$ cat src/rtl/qpll_seq_pkg.sv
// Shared types and default timing for the QPLL0 reset sequencer.
package qpll_seq_pkg;

  // FSM state encodings; the numeric values are exposed on the status port.
  typedef enum logic [2:0] {
    IDLE       = 3'd0,
    ASSERT_RST = 3'd1,
    WAIT_LOCK  = 3'd2,
    STABLE     = 3'd3,
    READY      = 3'd4,
    FAIL       = 3'd5
  } qpll_seq_state_t;

  // Default timing and sizing for a real board.
  localparam int DEF_N_COMMON            = 2;
  localparam int DEF_RESET_HOLD_CYCLES   = 128;
  localparam int DEF_LOCK_TIMEOUT_CYCLES = 65536;
  localparam int DEF_LOCK_STABLE_CYCLES  = 1024;
  localparam int DEF_MAX_RETRIES         = 3;

  // Lock-loss counter saturates here rather than wrapping.
  localparam int LOCK_LOSS_MAX = 255;

  // Bit mask of the COMMONs that actually exist; any value other than 1 means both.
  function automatic logic [1:0] active_mask(input int n_common);
    return (n_common == 1) ? 2'b01 : 2'b11;
  endfunction

endpackage

$ cat src/rtl/sync_2ff.sv
// Two-flop synchroniser bringing asynchronous level signals into the clk domain.
module sync_2ff #(
  parameter int WIDTH = 1
) (
  input  logic             clk,
  input  logic             rst,
  input  logic [WIDTH-1:0] d,
  output logic [WIDTH-1:0] q
);

  logic [WIDTH-1:0] meta;

  // First stage may go metastable; the second stage gives it a full cycle to settle.
  always_ff @(posedge clk or posedge rst) begin
    if (rst) begin
      meta <= '0;
      q    <= '0;
    end else begin
      meta <= d;
      q    <= meta;
    end
  end

endmodule

$ cat src/rtl/qpll_reset_sequencer.sv
// Power-up / recovery sequencer for the shared GTYE4_COMMON QPLL0s feeding the CMAC GTs.
// Pulses qpll0reset, waits for qualified lock with timeout and bounded retries, and
// holds the downstream GT/CMAC reset until the PLLs are usable.
module qpll_reset_sequencer
  import qpll_seq_pkg::*;
#(
  parameter int N_COMMON            = DEF_N_COMMON,
  parameter int RESET_HOLD_CYCLES   = DEF_RESET_HOLD_CYCLES,
  parameter int LOCK_TIMEOUT_CYCLES = DEF_LOCK_TIMEOUT_CYCLES,
  parameter int LOCK_STABLE_CYCLES  = DEF_LOCK_STABLE_CYCLES,
  parameter int MAX_RETRIES         = DEF_MAX_RETRIES
) (
  input  logic       clk,
  input  logic       rst,
  input  logic       start,
  output logic [1:0] qpll0reset,
  input  logic [1:0] qpll0lock,
  output logic       pll_ready,
  output logic       gt_reset_req,
  output logic       fail,
  output logic [1:0] retry_count,
  output logic [7:0] lock_loss_count,
  output logic [2:0] state
);

  localparam logic [1:0] ACTIVE_MASK = active_mask(N_COMMON);

  localparam int HOLD_W    = $clog2(RESET_HOLD_CYCLES + 1);
  localparam int TIMEOUT_W = $clog2(LOCK_TIMEOUT_CYCLES + 1);
  localparam int STABLE_W  = $clog2(LOCK_STABLE_CYCLES + 1);
  localparam int RETRY_W   = $clog2(MAX_RETRIES + 1);

  // Terminal values: each counter starts at zero on entry to its phase, so the phase
  // ends on the cycle the counter shows max-1.
  localparam logic [HOLD_W-1:0]    HOLD_LAST    = HOLD_W'(RESET_HOLD_CYCLES - 1);
  localparam logic [TIMEOUT_W-1:0] TIMEOUT_LAST = TIMEOUT_W'(LOCK_TIMEOUT_CYCLES - 1);
  localparam logic [STABLE_W-1:0]  STABLE_LAST  = STABLE_W'(LOCK_STABLE_CYCLES - 1);
  localparam logic [RETRY_W-1:0]   RETRY_LAST   = RETRY_W'(MAX_RETRIES - 1);
  localparam logic [7:0]           LOSS_MAX     = 8'(LOCK_LOSS_MAX);

  qpll_seq_state_t state_q, state_d;

  logic [HOLD_W-1:0]    hold_q, hold_d;
  logic [TIMEOUT_W-1:0] timeout_q, timeout_d;
  logic [STABLE_W-1:0]  stable_q, stable_d;
  logic [RETRY_W-1:0]   retry_q, retry_d;
  logic [7:0]           loss_q, loss_d;

  logic [1:0] qpll0reset_d;
  logic       pll_ready_d;
  logic       gt_reset_req_d;
  logic       fail_d;

  logic [1:0] lock_sync;
  logic       all_locked;

  // Raw lock comes from the QPLL domain (or no clock at all while unlocked).
  sync_2ff #(
    .WIDTH(2)
  ) u_lock_sync (
    .clk (clk),
    .rst (rst),
    .d   (qpll0lock),
    .q   (lock_sync)
  );

  // Absent COMMONs are forced to "locked" so they never block the AND.
  assign all_locked = &(lock_sync | ~ACTIVE_MASK);

  // Next-state, counter and output decode for the sequencer.
  always_comb begin
    state_d   = state_q;
    hold_d    = hold_q;
    timeout_d = timeout_q;
    stable_d  = stable_q;
    retry_d   = retry_q;
    loss_d    = loss_q;

    case (state_q)
      IDLE: begin
        if (start) begin
          state_d = ASSERT_RST;
          retry_d = '0;
          hold_d  = '0;
        end
      end

      ASSERT_RST: begin
        if (hold_q == HOLD_LAST) begin
          state_d   = WAIT_LOCK;
          timeout_d = '0;
          stable_d  = '0;
        end else begin
          hold_d = hold_q + HOLD_W'(1);
        end
      end

      WAIT_LOCK, STABLE: begin
        // The timeout spans both phases, so a flapping lock cannot stall forever.
        if (timeout_q == TIMEOUT_LAST) begin
          if (retry_q == RETRY_LAST) begin
            state_d = FAIL;
          end else begin
            retry_d = retry_q + RETRY_W'(1);
            state_d = ASSERT_RST;
            hold_d  = '0;
          end
        end else begin
          timeout_d = timeout_q + TIMEOUT_W'(1);
          if (state_q == WAIT_LOCK) begin
            if (all_locked) begin
              state_d  = STABLE;
              stable_d = '0;
            end
          end else if (!all_locked) begin
            state_d  = WAIT_LOCK;
            stable_d = '0;
          end else if (stable_q == STABLE_LAST) begin
            state_d = READY;
          end else begin
            stable_d = stable_q + STABLE_W'(1);
          end
        end
      end

      READY: begin
        if (!all_locked) begin
          if (loss_q != LOSS_MAX) begin
            loss_d = loss_q + 8'd1;
          end
          retry_d = '0;
          state_d = ASSERT_RST;
          hold_d  = '0;
        end
      end

      FAIL: begin
        if (start) begin
          state_d = ASSERT_RST;
          retry_d = '0;
          hold_d  = '0;
        end
      end

      default: begin
        state_d = IDLE;
      end
    endcase

    // A software restart mid-sequence overrides everything except the lock-loss tally,
    // which the READY branch above may already have bumped this cycle.
    if (start && (state_q != IDLE) && (state_q != FAIL)) begin
      state_d   = ASSERT_RST;
      retry_d   = '0;
      hold_d    = '0;
      timeout_d = '0;
      stable_d  = '0;
    end

    qpll0reset_d   = (state_d == ASSERT_RST) ? ACTIVE_MASK : 2'b00;
    pll_ready_d    = (state_d == READY);
    gt_reset_req_d = (state_d != READY);
    fail_d         = (state_d == FAIL);
  end

  // State, counters and registered outputs all update together.
  always_ff @(posedge clk or posedge rst) begin
    if (rst) begin
      state_q      <= IDLE;
      hold_q       <= '0;
      timeout_q    <= '0;
      stable_q     <= '0;
      retry_q      <= '0;
      loss_q       <= '0;
      qpll0reset   <= 2'b00;
      pll_ready    <= 1'b0;
      gt_reset_req <= 1'b1;
      fail         <= 1'b0;
    end else begin
      state_q      <= state_d;
      hold_q       <= hold_d;
      timeout_q    <= timeout_d;
      stable_q     <= stable_d;
      retry_q      <= retry_d;
      loss_q       <= loss_d;
      qpll0reset   <= qpll0reset_d;
      pll_ready    <= pll_ready_d;
      gt_reset_req <= gt_reset_req_d;
      fail         <= fail_d;
    end
  end

  assign retry_count     = 2'(retry_q);
  assign lock_loss_count = loss_q;
  assign state           = state_q;

endmodule
$ cat config.mk
export PLATFORM = sky130hd
export DESIGN_NAME = qpll_reset_sequencer
export DESIGN_NICKNAME = d
export VERILOG_FILES = /design/src/rtl/qpll_seq_pkg.sv /design/src/rtl/sync_2ff.sv /design/src/rtl/qpll_reset_sequencer.sv
export SDC_FILE = /design/constraint.sdc
export NUM_CORES = 1
export LEC_CHECK = 0
export BUFFER_PORTS_ARGS = -buffer_cell sky130_fd_sc_hd__buf_2
export CELL_PAD_IN_SITES_DETAIL_PLACEMENT = 0
export CELL_PAD_IN_SITES_GLOBAL_PLACEMENT = 1
export CORE_MARGIN = 4
export CORE_UTILIZATION = 45
export CTS_CLUSTER_DIAMETER = 200
export DETAILED_ROUTE_END_ITERATION = 6
export HOLD_SLACK_MARGIN = 0.12
export PLACE_DENSITY_LB_ADDON = 0.1
export SETUP_SLACK_MARGIN = 0.4
export SKIP_CTS_REPAIR_TIMING = 1
export SLEW_MARGIN = 20
export SYNTH_ARGS = -nofsm -noshare
export SYNTH_HDL_FRONTEND = slang
export SYNTH_HIERARCHICAL = 1
export SYNTH_SLANG_ARGS = --single-unit
$ cat constraint.sdc
create_clock -name clk -period 4.05 [get_ports clk]
set_clock_uncertainty 0.2 [all_clocks]
set_input_delay 0.81 -clock clk [delete_from_list [all_inputs] [get_ports clk]]
set_output_delay 0.81 -clock clk [all_outputs]
set_load 0.05 [all_outputs]
# Word-level counts from Yosys, hierarchy flattened
# Index checks and enable logic that the tools add are counted.
# op_classes
mux,37
eq_ne,24
add_sub_neg,5
reduce_logical,15
n_bitwise,1
# op_table
operator,n
2-to-1 mux 11 bit,7
2-to-1 mux 17 bit,3
2-to-1 mux 8 bit,6
case mux 17 bit (2 select lines),1
case mux 8 bit (4 select lines),1
2-to-1 mux 3 bit,10
"!= test 3 bit, second input constant",8
case mux 11 bit (2 select lines),1
"adder 17 x 1 -> 17 bit, second input constant",1
"== test 17 x 16 -> 1 bit, second input constant",1
"adder 8 x 1 -> 8 bit, second input constant",2
"== test 3 bit, second input constant",4
2-to-1 mux 2 bit,6
case mux 3 bit (4 select lines),1
"adder 11 x 1 -> 11 bit, second input constant",1
"== test 11 x 10 -> 1 bit, second input constant",1
AND reduction 5 bit,2
"== test 8 x 7 -> 1 bit, second input constant",1
"!= test 8 bit, second input constant",1
"== test 3 x 1 -> 1 bit, second input constant",2
"== test 3 x 2 -> 1 bit, second input constant",2
case mux 2 bit (3 select lines),1
AND reduction 3 bit,2
AND reduction 6 bit,1
other kinds (13),16
# totals
input_bits,5
register_bits,58

# Logic depth before layout (Yosys ltp)
# Gate-level depths: netlist (run 1).
# depth
word_depth,9
ltp_mapped,13
ltp_nobuf,12

# Modules after synthesis
# Netlist (run 1), hierarchy kept.
# by_module_without_submodules
module,seq_area_each_um2,cells_per_inst,instances,area_each_um2
qpll_reset_sequencer,1327.5,317,1,2982.9
sync_2ff,100.1,5,1,103.8

# Worst setup path before layout (run 1)
# Ideal clock, no wire load.
# synth_timing
path_kind,flip-flop to flip-flop
start,reg timeout_q[0]
end,reg hold_q[6]
n_path_buf,2
synth_period_minus_slack_ns,3.168
t_required_ns,3.767
setup_slack_ns,0.882
setup_time_ns,0.083
stages_incl_launch_ff,14
t_arrival_ns,2.885
cell_sequence,dfrtp_1 > ha_1 > nand3_1 > nor3_1 > nand2_1 > nor2_1 > ha_1 > nor3b_1 > nor2b_1 > nor4_2 > buf_2 > buf_2 > nand4_1 > o21ai_0
# synth_via
elab_chain_len,3
# synth_lines
element,line_no,text
from (decl),qpll_reset_sequencer.sv:44,"logic [TIMEOUT_W-1:0] timeout_q, timeout_d;"
from (signal assigned),qpll_reset_sequencer.sv:182,timeout_q <= timeout_d;
== test 17 x 16 -> 1 bit,qpll_reset_sequencer.sv:100,if (timeout_q == TIMEOUT_LAST) begin
!= test 3 bit (no source line),-,
AND reduction 6 bit (no source line),-,
to (signal assigned),qpll_reset_sequencer.sv:181,hold_q <= hold_d;
to (decl),qpll_reset_sequencer.sv:43,"logic [HOLD_W-1:0] hold_q, hold_d;"
# Every way passes these cells.
# A chain may end at the register's enable or synchronous reset.

# Worst setup path in the final report (run 1)
# layout_timing
start,reg timeout_q[0]
end,reg stable_q[5]
# layout_via
elab_chain_len,3
# layout_lines
element,line_no,text
== test 17 x 16 -> 1 bit,qpll_reset_sequencer.sv:100,
!= test 3 bit (no source line),-,
AND reduction 5 bit (no source line),-,
to (signal assigned),qpll_reset_sequencer.sv:183,stable_q <= stable_d;
to (decl),qpll_reset_sequencer.sv:45,"logic [STABLE_W-1:0] stable_q, stable_d;"
# Every way passes these cells.

==> results of run 1 <==
==> how the worst max path moves through the flow <==
stage,start,to,slack [ns],cells past startpoint
after global routing,timeout_q[0],stable_q[5],0.34,13
after global placement,timeout_q[0],stable_q[5],0.66,13
after floorplan,timeout_q[0],hold_q[6],0.88,13
final,timeout_q[0],stable_q[5],0.64,13
after detailed placement,timeout_q[0],stable_q[5],0.54,13
after CTS,timeout_q[0],stable_q[5],0.53,13
==> cell families after synthesis <==
| logic type | Yosys count | share of synthesized area (%) |
|---|---|---|
| AOI/OAI and AO/OA | 93 | 20.8 |
| xor gates and xnor gates | 9 | 2.55 |
| buffers and inverters | 28 | 3.77 |
| muxes | 6 | 2.15 |
| DFF | 57 | 46.3 |
| adders and majority gates | 6 | 2.43 |
| and+or+nand+nor | 123 | 22.0 |
==> power breakdown <==
part           internal (mW)  leakage (nW)  total (mW)  switching [mW]
Clock                  0.282        0.0912       0.521           0.239
Sequential             0.578         0.769       0.585         0.00724
Combinational         0.0196         0.707      0.0685          0.0489
Total                  0.880          1.57        1.17           0.295
==> sequential cells by signal, indices dropped and copies added, names as in the netlist, 2 cells and up <==
name	flops
hold_q	8
lock_loss_count	8
retry_count	2
stable_q	11
state	3
timeout_q	17
u_lock_sync/meta	2
u_lock_sync/q	2
==> critical path, stage by stage (launching register included) <==
cell	delay [ns]
dfrtp_1	0.41
ha_1	0.25
nand3_1	0.14
nor3_1	0.07
buf_4	0.15
nand2_1	0.08
nor2_1	0.06
ha_1	0.23
nor3b_2	0.18
nor2b_2	0.21
nor4_4	0.09
buf_4	0.20
or4_1	0.66
o41ai_1	0.36
==> Yosys cell counts (2+ instances only) <==
library cell / n
a31oi_1: 10
nor2_1: 23
nand2b_1: 7
nand4_1: 7
nor2b_1: 9
a21oi_1: 12
buf_4: 2
ha_1: 6
xor2_1: 5
nor3_1: 6
xnor2_1: 4
a21o_1: 2
and2_1: 7
nor4_1: 2
mux2_2: 5
buf_2: 3
o31ai_1: 28
o21bai_1: 2
and4_1: 3
nand3_1: 17
inv_1: 10
nand4b_1: 2
nand2_1: 19
buf_1: 2
o41ai_1: 14
or2_2: 2
o21ai_0: 17
and3_1: 10
clkbuf_1: 11
dfrtp_1: 56
==> metal layers <==
metal  GRT usage (%)  up-vias  part of all wire, %
li1                -     1262                    -
met1            25.0     1264                   49
met2            27.1       48                   46
met3            4.42       11                  3.5
met4            7.66        0                  1.7
met5               0        -                    0
==> layout make-up <==
type,count,share of cell area (%)
Clock buffer,9,3.55
Clock inverter,7,2.05
Inverter,10,1.08
Multi-Input combinational cell,237,44.9
Sequential cell,57,41.0
Tap cell,77,2.76
Timing Repair Buffer,29,4.67
==> through the flow <==
step	util (%)	worst slack, ns
floorplan	-	0.882
CTS	53.5	0.531
global placement	50.5	0.657
global route	53.7	0.337
detailed placement	50.5	0.540
finish	53.7	0.638
==> flow_summary.yaml, run 1 <==
run_status:
  status: "finished clean"
clock_network:
  insertion_delay_ns: 0.34
  cts_buffers: 9
  cts_tree: "done"
  cts_num_sinks: 57
  htreeDepth: 3
  cts_root_buf: "clkbuf_8"
  cts.clk_slew.worst_paths_ns: 0.07
  clock_path_buffers: 2
placed_design:
  dpl.cell_count: 410
  io_buffers: 22
  placed_area_um2: 3280
  hpwlAfterDp_mm: 4.77
  gp_congestion: 0.808
routing:
  dr.pass1.iters: 4
  ant_nets: 0
  routed_wl_mm: 6.95
  drtIter0Drc: 124
  num_vias: 2585
  viasPerCell: 6.07
  drc: 0
  wl_per_cell_um: 16.3
cells_and_area:
  antenna_cells: 0
  final_nets: 355
  multi_input_area_um2: 1570
  final_cell_mix: "56 x dfrtp_1, 28 x o31ai_1, 23 x nor2_1, 22 x buf_2, 19 x nand2_1"
  drive_above_1_share_pct: 17.2
  layout_commonest_cell: "dfrtp_1"
  area_growth_pct: 12.9
  final_area_um2: 3480
  fin_cells: 426
  fillerInstances: 601
  seqCellArea_um2: 1430
synth:
  yosys_register_bits: 57
  synthFlopType: "dfrtp_1"
  synth_top_area_share_pct: 45.4
  yosysWarnings: 6
  synth_nets: 333
  synth.area.top_cells: "dfrtp_1 45%, o31ai_1 6.8%, o41ai_1 4.0%"
  yosysSeqAreaShare_pct: 46.3
  yosysTopAreaCell: "dfrtp_1"
  async_flop_share_pct: 100
  synth_edf_count: 0
  syn_inst: 322
  synth_area_per_cell_um2: 9.59
  ys_types: 49
  synth_area_um2: 3090
sta:
  slew_violations: 0
  tightest_slew_ns: 1.02
  setup_violations: 0
  max_freq_mhz: 293
  hold_viol: 0
  rsz0062_at_grt: "true"
  tns_ns: 0
  slew-limit-headroom_pct: 31.3
  fin_crit_ns: 3.41
  holdWs_ns: 0.148
  min_period_over_period_pct: 84.2
grt:
  grt_overflow: 0
  grtUsageTotal_pct: 18.1
  grt_max_degree: 38
  antenna_found_initial: 0
  grt_pass1_wl_mm: 12.1
  grt_pass1_vias: 2487
power_and_ir_drop:
  p_total_mw: 1.17
  leakagePower_nw: 1.57
  peakVddDrop_v: 0.000217
  power_density_nw_per_um2: 337
floorplan:
  rows: 29
  ioPinCount: 23
  core_region_area_um2: 6490
  die_width_um: 90.8
  dieArea_um2: 8250
  initial_core_util_pct: 47.5
  fp.dieH_um: 90.8
setup_path:
  critPathLaunchType: "flip-flop"
  end_kind: "flip-flop"
  critPathKind: "flip-flop to flip-flop"
  required_ns: 4.07
  reg2reg_depth: 13
  cp.arrival_ns: 3.43
  worstPathMaxFanout: 9
  ff2ff_setup_slack_ns: 0.64
  reg2reg_from: "timeout_q[0]"
  reg2reg_to: "stable_q[5]"
job:
  cap_violations: 0
worst_hold_path:
  hp-class: "flip-flop to flip-flop"
  hold_depth: 0
  min_to: "u_lock_sync/q[1]"
  min_from: "u_lock_sync/meta[1]"
No activity file was read; power rests on OpenSTA's default activity.
==> run 2: changes to the inputs <==
==> constraint.sdc (replaced) <==
create_clock -name clk -period 3.4 [get_ports clk]
set_clock_uncertainty 0.2 [all_clocks]
set_input_delay 0.68 -clock clk [delete_from_list [all_inputs] [get_ports clk]]
set_output_delay 0.68 -clock clk [all_outputs]
set_load 0.05 [all_outputs]
==> run 2 against run 1 <==
  * Combinational power increased by 26%
  * Worst hold slack worse by 0.0011 ns
  * Clock power rose by 54%
  * Utilization up 3.1 points
  * Routed wire length increased by 1.8%
  * Register-to-register slack got worse by 0.08 ns
  * Flip-flop and latch count unchanged
  * Non-clock buffer count is 8 higher
  * Largest power group is now clock
  * Critical endpoint unchanged
  * Largest cell class unchanged
  * First-iteration DRC count fell by 26%
==> flow_summary.yaml, run 2 (same netlist as run 1, synthesis figures left out) <==
setup_path:
  worstPathCellList: "and4_4 -> and3_1 -> nand2_1 -> nor2_1 -> ha_1 -> nor3b_2 -> nor2b_2 -> nor4_4 -> or4_4 -> o41ai_4"
  reg2reg_depth: 10
  cpPeakStageDelay_ns: 0.58
  worstPathMaxFanout: 7
  end_kind: "flip-flop"
  critPathKind: "flip-flop to flip-flop"
  crit_slowest_cell: "or4_4"
  required_ns: 3.43
  cp.arrival_ns: 2.87
  critPathLaunchType: "flip-flop"
sta:
  hold_viol: 0
  min_period_over_period_pct: 83.5
  tightest_slew_ns: 0.968
  tns_ns: 0
  holdWs_ns: 0.147
  fin_crit_ns: 2.84
  slew-limit-headroom_pct: 35.2
  setup_violations: 0
  layout_setup_ws_ns: 0.563
  rsz0062_at_grt: "false"
  slew_violations: 0
  max_freq_mhz: 352
grt:
  grt_max_degree: 54
  grt_overflow: 0
  grt_pass1_wl_mm: 11.9
  grt_pass1_vias: 2453
  antenna_found_initial: 0
  grtUsageTotal_pct: 17.7
placed_design:
  hpwlAfterDp_mm: 4.65
  dp_slack_ns: 0.238
  gp_congestion: 0.783
  io_buffers: 22
  placed_area_um2: 3340
  dpl.cell_count: 415
routing:
  drtIter0Drc: 92
  ant_nets: 0
  dr.pass1.iters: 4
  viasPerCell: 6.02
  routed_wl_mm: 7.08
  num_vias: 2611
  drc: 0
  wl_per_cell_um: 16.3
floorplan:
  initial_core_util_pct: 47.5
  dieArea_um2: 8250
  ioPinCount: 23
  fp.dieH_um: 90.8
  core_region_area_um2: 6490
  die_width_um: 90.8
  rows: 29
cells_and_area:
  drive_above_1_share_pct: 21.3
  area_growth_pct: 19.5
  top_regs: "timeout_q: 17 flops, stable_q: 11 flops"
  final_nets: 363
  antenna_cells: 0
  largest_reg_flops: 17
  final_area_um2: 3690
  layout_commonest_cell: "dfrtp_1"
  fin_util_pct: 56.8
  regMostFlops: "timeout_q"
  fin_cells: 434
  fillerInstances: 586
  final_cell_mix: "55 x dfrtp_1, 28 x o31ai_1, 23 x nor2_1, 22 x buf_2, 19 x nand2_1"
power_and_ir_drop:
  peakVddDrop_v: 0.000212
  leakagePower_nw: 1.71
  p_total_mw: 1.59
  power_density_nw_per_um2: 430
clock_network:
  cts_buffers: 9
  insertion_delay_ns: 0.33
  cts_root_buf: "clkbuf_8"
  htreeDepth: 3
  cts.clk_slew.worst_paths_ns: 0.06
  cts_num_sinks: 57
  cts_tree: "done"
  clock_path_buffers: 2
run_status:
  status: "finished clean"
job:
  cap_violations: 0
worst_hold_path:
  hold_depth: 0
  hp-class: "flip-flop to flip-flop"
run 2: path summary, 6_finish.rpt:
kind | start | slack (ns) | end
setup / recovery | timeout_q[9] | 0.56 | stable_q[5]
hold / removal | u_lock_sync/meta[1] | 0.15 | u_lock_sync/q[1]
setup reg to reg | timeout_q[9] | 0.56 | stable_q[5]
hold reg to reg | u_lock_sync/meta[1] | 0.15 | u_lock_sync/q[1]
max in group asynchronous | rst | 1.96 | gt_reset_req
min in group asynchronous | rst | 0.59 | u_lock_sync/q[0]
run 2: worst max-delay path: cells and delay by family, from the launching register on:
family                   cells  cell delay, ns
AND/OR/NAND/NOR              8            1.64
AO/OA/AOI/OAI                1            0.29
adder cells (fa/ha/maj)      1            0.18
flip-flops                   1            0.43
run 2: power by group:
part	switching, mW	internal [mW]
clock network	0.276	0.529
logic	0.0593	0.0270
registers	0.00799	0.689
run 2: layout make-up:
type	instances	area, um2	share of cell area [%]
Clock inverter	4	98.8	2.68
Tap cell	77	96.3	2.61
Sequential cell	57	1430	38.8
Clock buffer	12	155	4.21
Timing Repair Buffer	37	241	6.55
Inverter	10	37.5	1.02
Multi-Input combinational cell	237	1630	44.2
run 2: per-layer routing:
layer	GRT usage, %	part of all wire (%)
met1	25.1	49
met4	6.78	0.88
met5	0	0
met2	26.9	47
met3	3.17	3.5
==> run 3: changes to the inputs <==
==> constraint.sdc (replaced) <==
create_clock -name clk -period 2.8 [get_ports clk]
set_clock_uncertainty 0.2 [all_clocks]
set_input_delay 0.56 -clock clk [delete_from_list [all_inputs] [get_ports clk]]
set_output_delay 0.56 -clock clk [all_outputs]
set_load 0.05 [all_outputs]
==> run 3 against run 2 <==
  * Power increased by 9.3%
  * Register-to-register slack got worse by 0.43 ns
  * Combinational power increased by 35%
  * Flip-flop and latch count unchanged
  * Worst hold slack improved by 0.00078 ns
  * Final cell count increased by 3.0%
  * Die area unchanged
  * Final area increased by 4.6%
  * Critical path depth increased by 1
  * First-iteration DRC count increased by 75%
  * Critical path type unchanged
  * Largest power group is now sequential cells
  * Highest routed layer unchanged
==> flow_summary.yaml, run 3 (same netlist as run 1, synthesis figures left out) <==
cells_and_area:
  fin_cells: 447
  multi_input_area_um2: 1750
  layout_commonest_cell: "dfrtp_1"
  drive_above_1_share_pct: 28.4
  fillerInstances: 558
  largest_reg_flops: 17
  seqCellArea_um2: 1430
  final_cell_mix: "55 x dfrtp_1, 25 x o31ai_1, 23 x nor2_1, 22 x buf_2, 22 x buf_4"
  area_growth_pct: 25.0
  final_nets: 376
  regMostFlops: "timeout_q"
  top_regs: "timeout_q: 17 flops, stable_q: 11 flops"
  antenna_cells: 0
setup_path:
  reg2reg_to: "stable_q[1]"
  critPathLaunchType: "flip-flop"
  cp.arrival_ns: 2.69
  worstPathMaxFanout: 5
  critPathKind: "flip-flop to flip-flop"
  reg2reg_depth: 11
  crit_path_start: "timeout_q[10]"
  required_ns: 2.82
  crit_path_end: "stable_q[1]"
  ff2ff_setup_slack_ns: 0.13
  end_kind: "flip-flop"
  reg2reg_from: "timeout_q[10]"
grt:
  grt_pass1_vias: 2512
  use_met3_pct: 5.75
  use_met1_pct: 24.9
  grt_max_degree: 29
  antenna_found_initial: 0
  grtUsageTotal_pct: 17.9
  grt_pass1_wl_mm: 12.1
  grt_overflow: 0
  use_met2_pct: 26.2
  busiest_layer: "met2"
clock_network:
  cts_tree: "done"
  cts_num_sinks: 57
  htreeDepth: 3
  cts.clk_slew.worst_paths_ns: 0.07
  clock_path_buffers: 2
  cts_buffers: 9
  insertion_delay_ns: 0.33
  cts_root_buf: "clkbuf_8"
sta:
  min_period_over_period_pct: 95.3
  slew_violations: 0
  hold_viol: 0
  setup_violations: 0
  tns_ns: 0
  fin_crit_ns: 2.67
  rsz0062_at_grt: "true"
  max_freq_mhz: 375
  slew-limit-headroom_pct: 47.7
  tightest_slew_ns: 0.784
routing:
  ant_nets: 0
  drtIter0Drc: 161
  routed_wl_mm: 7.19
  dr.pass1.iters: 5
  wl_per_cell_um: 16.1
  drc: 0
  viasPerCell: 5.89
  num_vias: 2635
job:
  cap_violations: 0
power_and_ir_drop:
  p_sw_share_pct: 23.2
  power_density_nw_per_um2: 450
  peakVddDrop_v: 0.000351
  p_switching_uw: 402
  leakagePower_nw: 1.73
  p_int_mw: 1.33
  power_frac_seq_pct: 48.8
  combPwrFrac_pct: 6.7
  clkPwrFrac_pct: 44.5
floorplan:
  dieArea_um2: 8250
  ioPinCount: 23
  rows: 29
  core_region_area_um2: 6490
  initial_core_util_pct: 47.5
  fp.dieH_um: 90.8
  die_width_um: 90.8
placed_design:
  hpwlAfterDp_mm: 4.66
  dpl.cell_count: 420
  io_buffers: 22
  gp_congestion: 0.806
worst_hold_path:
  min_from: "u_lock_sync/meta[0]"
  hp-class: "flip-flop to flip-flop"
run_status:
  status: "finished clean"
==> run 3: power by group through the flow <==
stage / combinational [mW] / clock (mW) / sequential, mW
after floorplan: 0.0526 / 0 / 0.883
after global placement: 0.105 / 0 / 0.861
after detailed placement: 0.106 / 0 / 0.862
after CTS: 0.106 / 0.801 / 0.847
after global routing: 0.128 / 0.842 / 0.849
final: 0.116 / 0.772 / 0.847
==> run 3: cell type report <==
cell class | instances | area share [%]
clock buffer | 13 | 4.12
clock inverter | 3 | 1.04
inverter | 10 | 0.973
multi-input combinational | 237 | 45.3
sequential | 57 | 37.0
tap | 77 | 2.50
timing repair buffer | 50 | 9.02
==> run 3: how the worst min path moves through the flow <==
stage,to,cells past startpoint
after CTS,u_lock_sync/meta[0],2
after global routing,u_lock_sync/q[1],0
final,u_lock_sync/q[0],0
after floorplan,u_lock_sync/meta[0],1
after detailed placement,u_lock_sync/q[0],0
after global placement,u_lock_sync/q[1],0
==> run 3: stage by stage <==
step	area [um2]	util [%]	hold WS, ns	setup WS [ns]	power, mW
after floorplan	3180	-	0.126	0.203	0.935
after global placement	3430	52.8	0.134	0.121	0.967
after detailed placement	3430	52.8	0.135	0.0269	0.969
after CTS	3630	55.8	-0.110	0.00698	1.75
after global routing	3860	59.4	0.161	-0.0306	1.82
final	3860	59.4	0.148	0.132	1.74
==> run 3: critical path, stage by stage (launching register included) <==
cell	delay (ns)
dfrtp_1	0.38
and4_4	0.26
and3_4	0.20
nand2_2	0.05
nor2_1	0.10
ha_2	0.23
nor3b_4	0.25
nor2b_4	0.08
nor4_4	0.28
nor3_1	0.10
buf_4	0.17
mux2_2	0.25
==> run 3: routing by layer <==
metal  part of all wire [%]  vias to the layer above
met5                      0                        -
met4                   0.81                        0
met3                    5.4                        5
met2                     46                       69
met1                     47                     1262
li1                       -                     1299
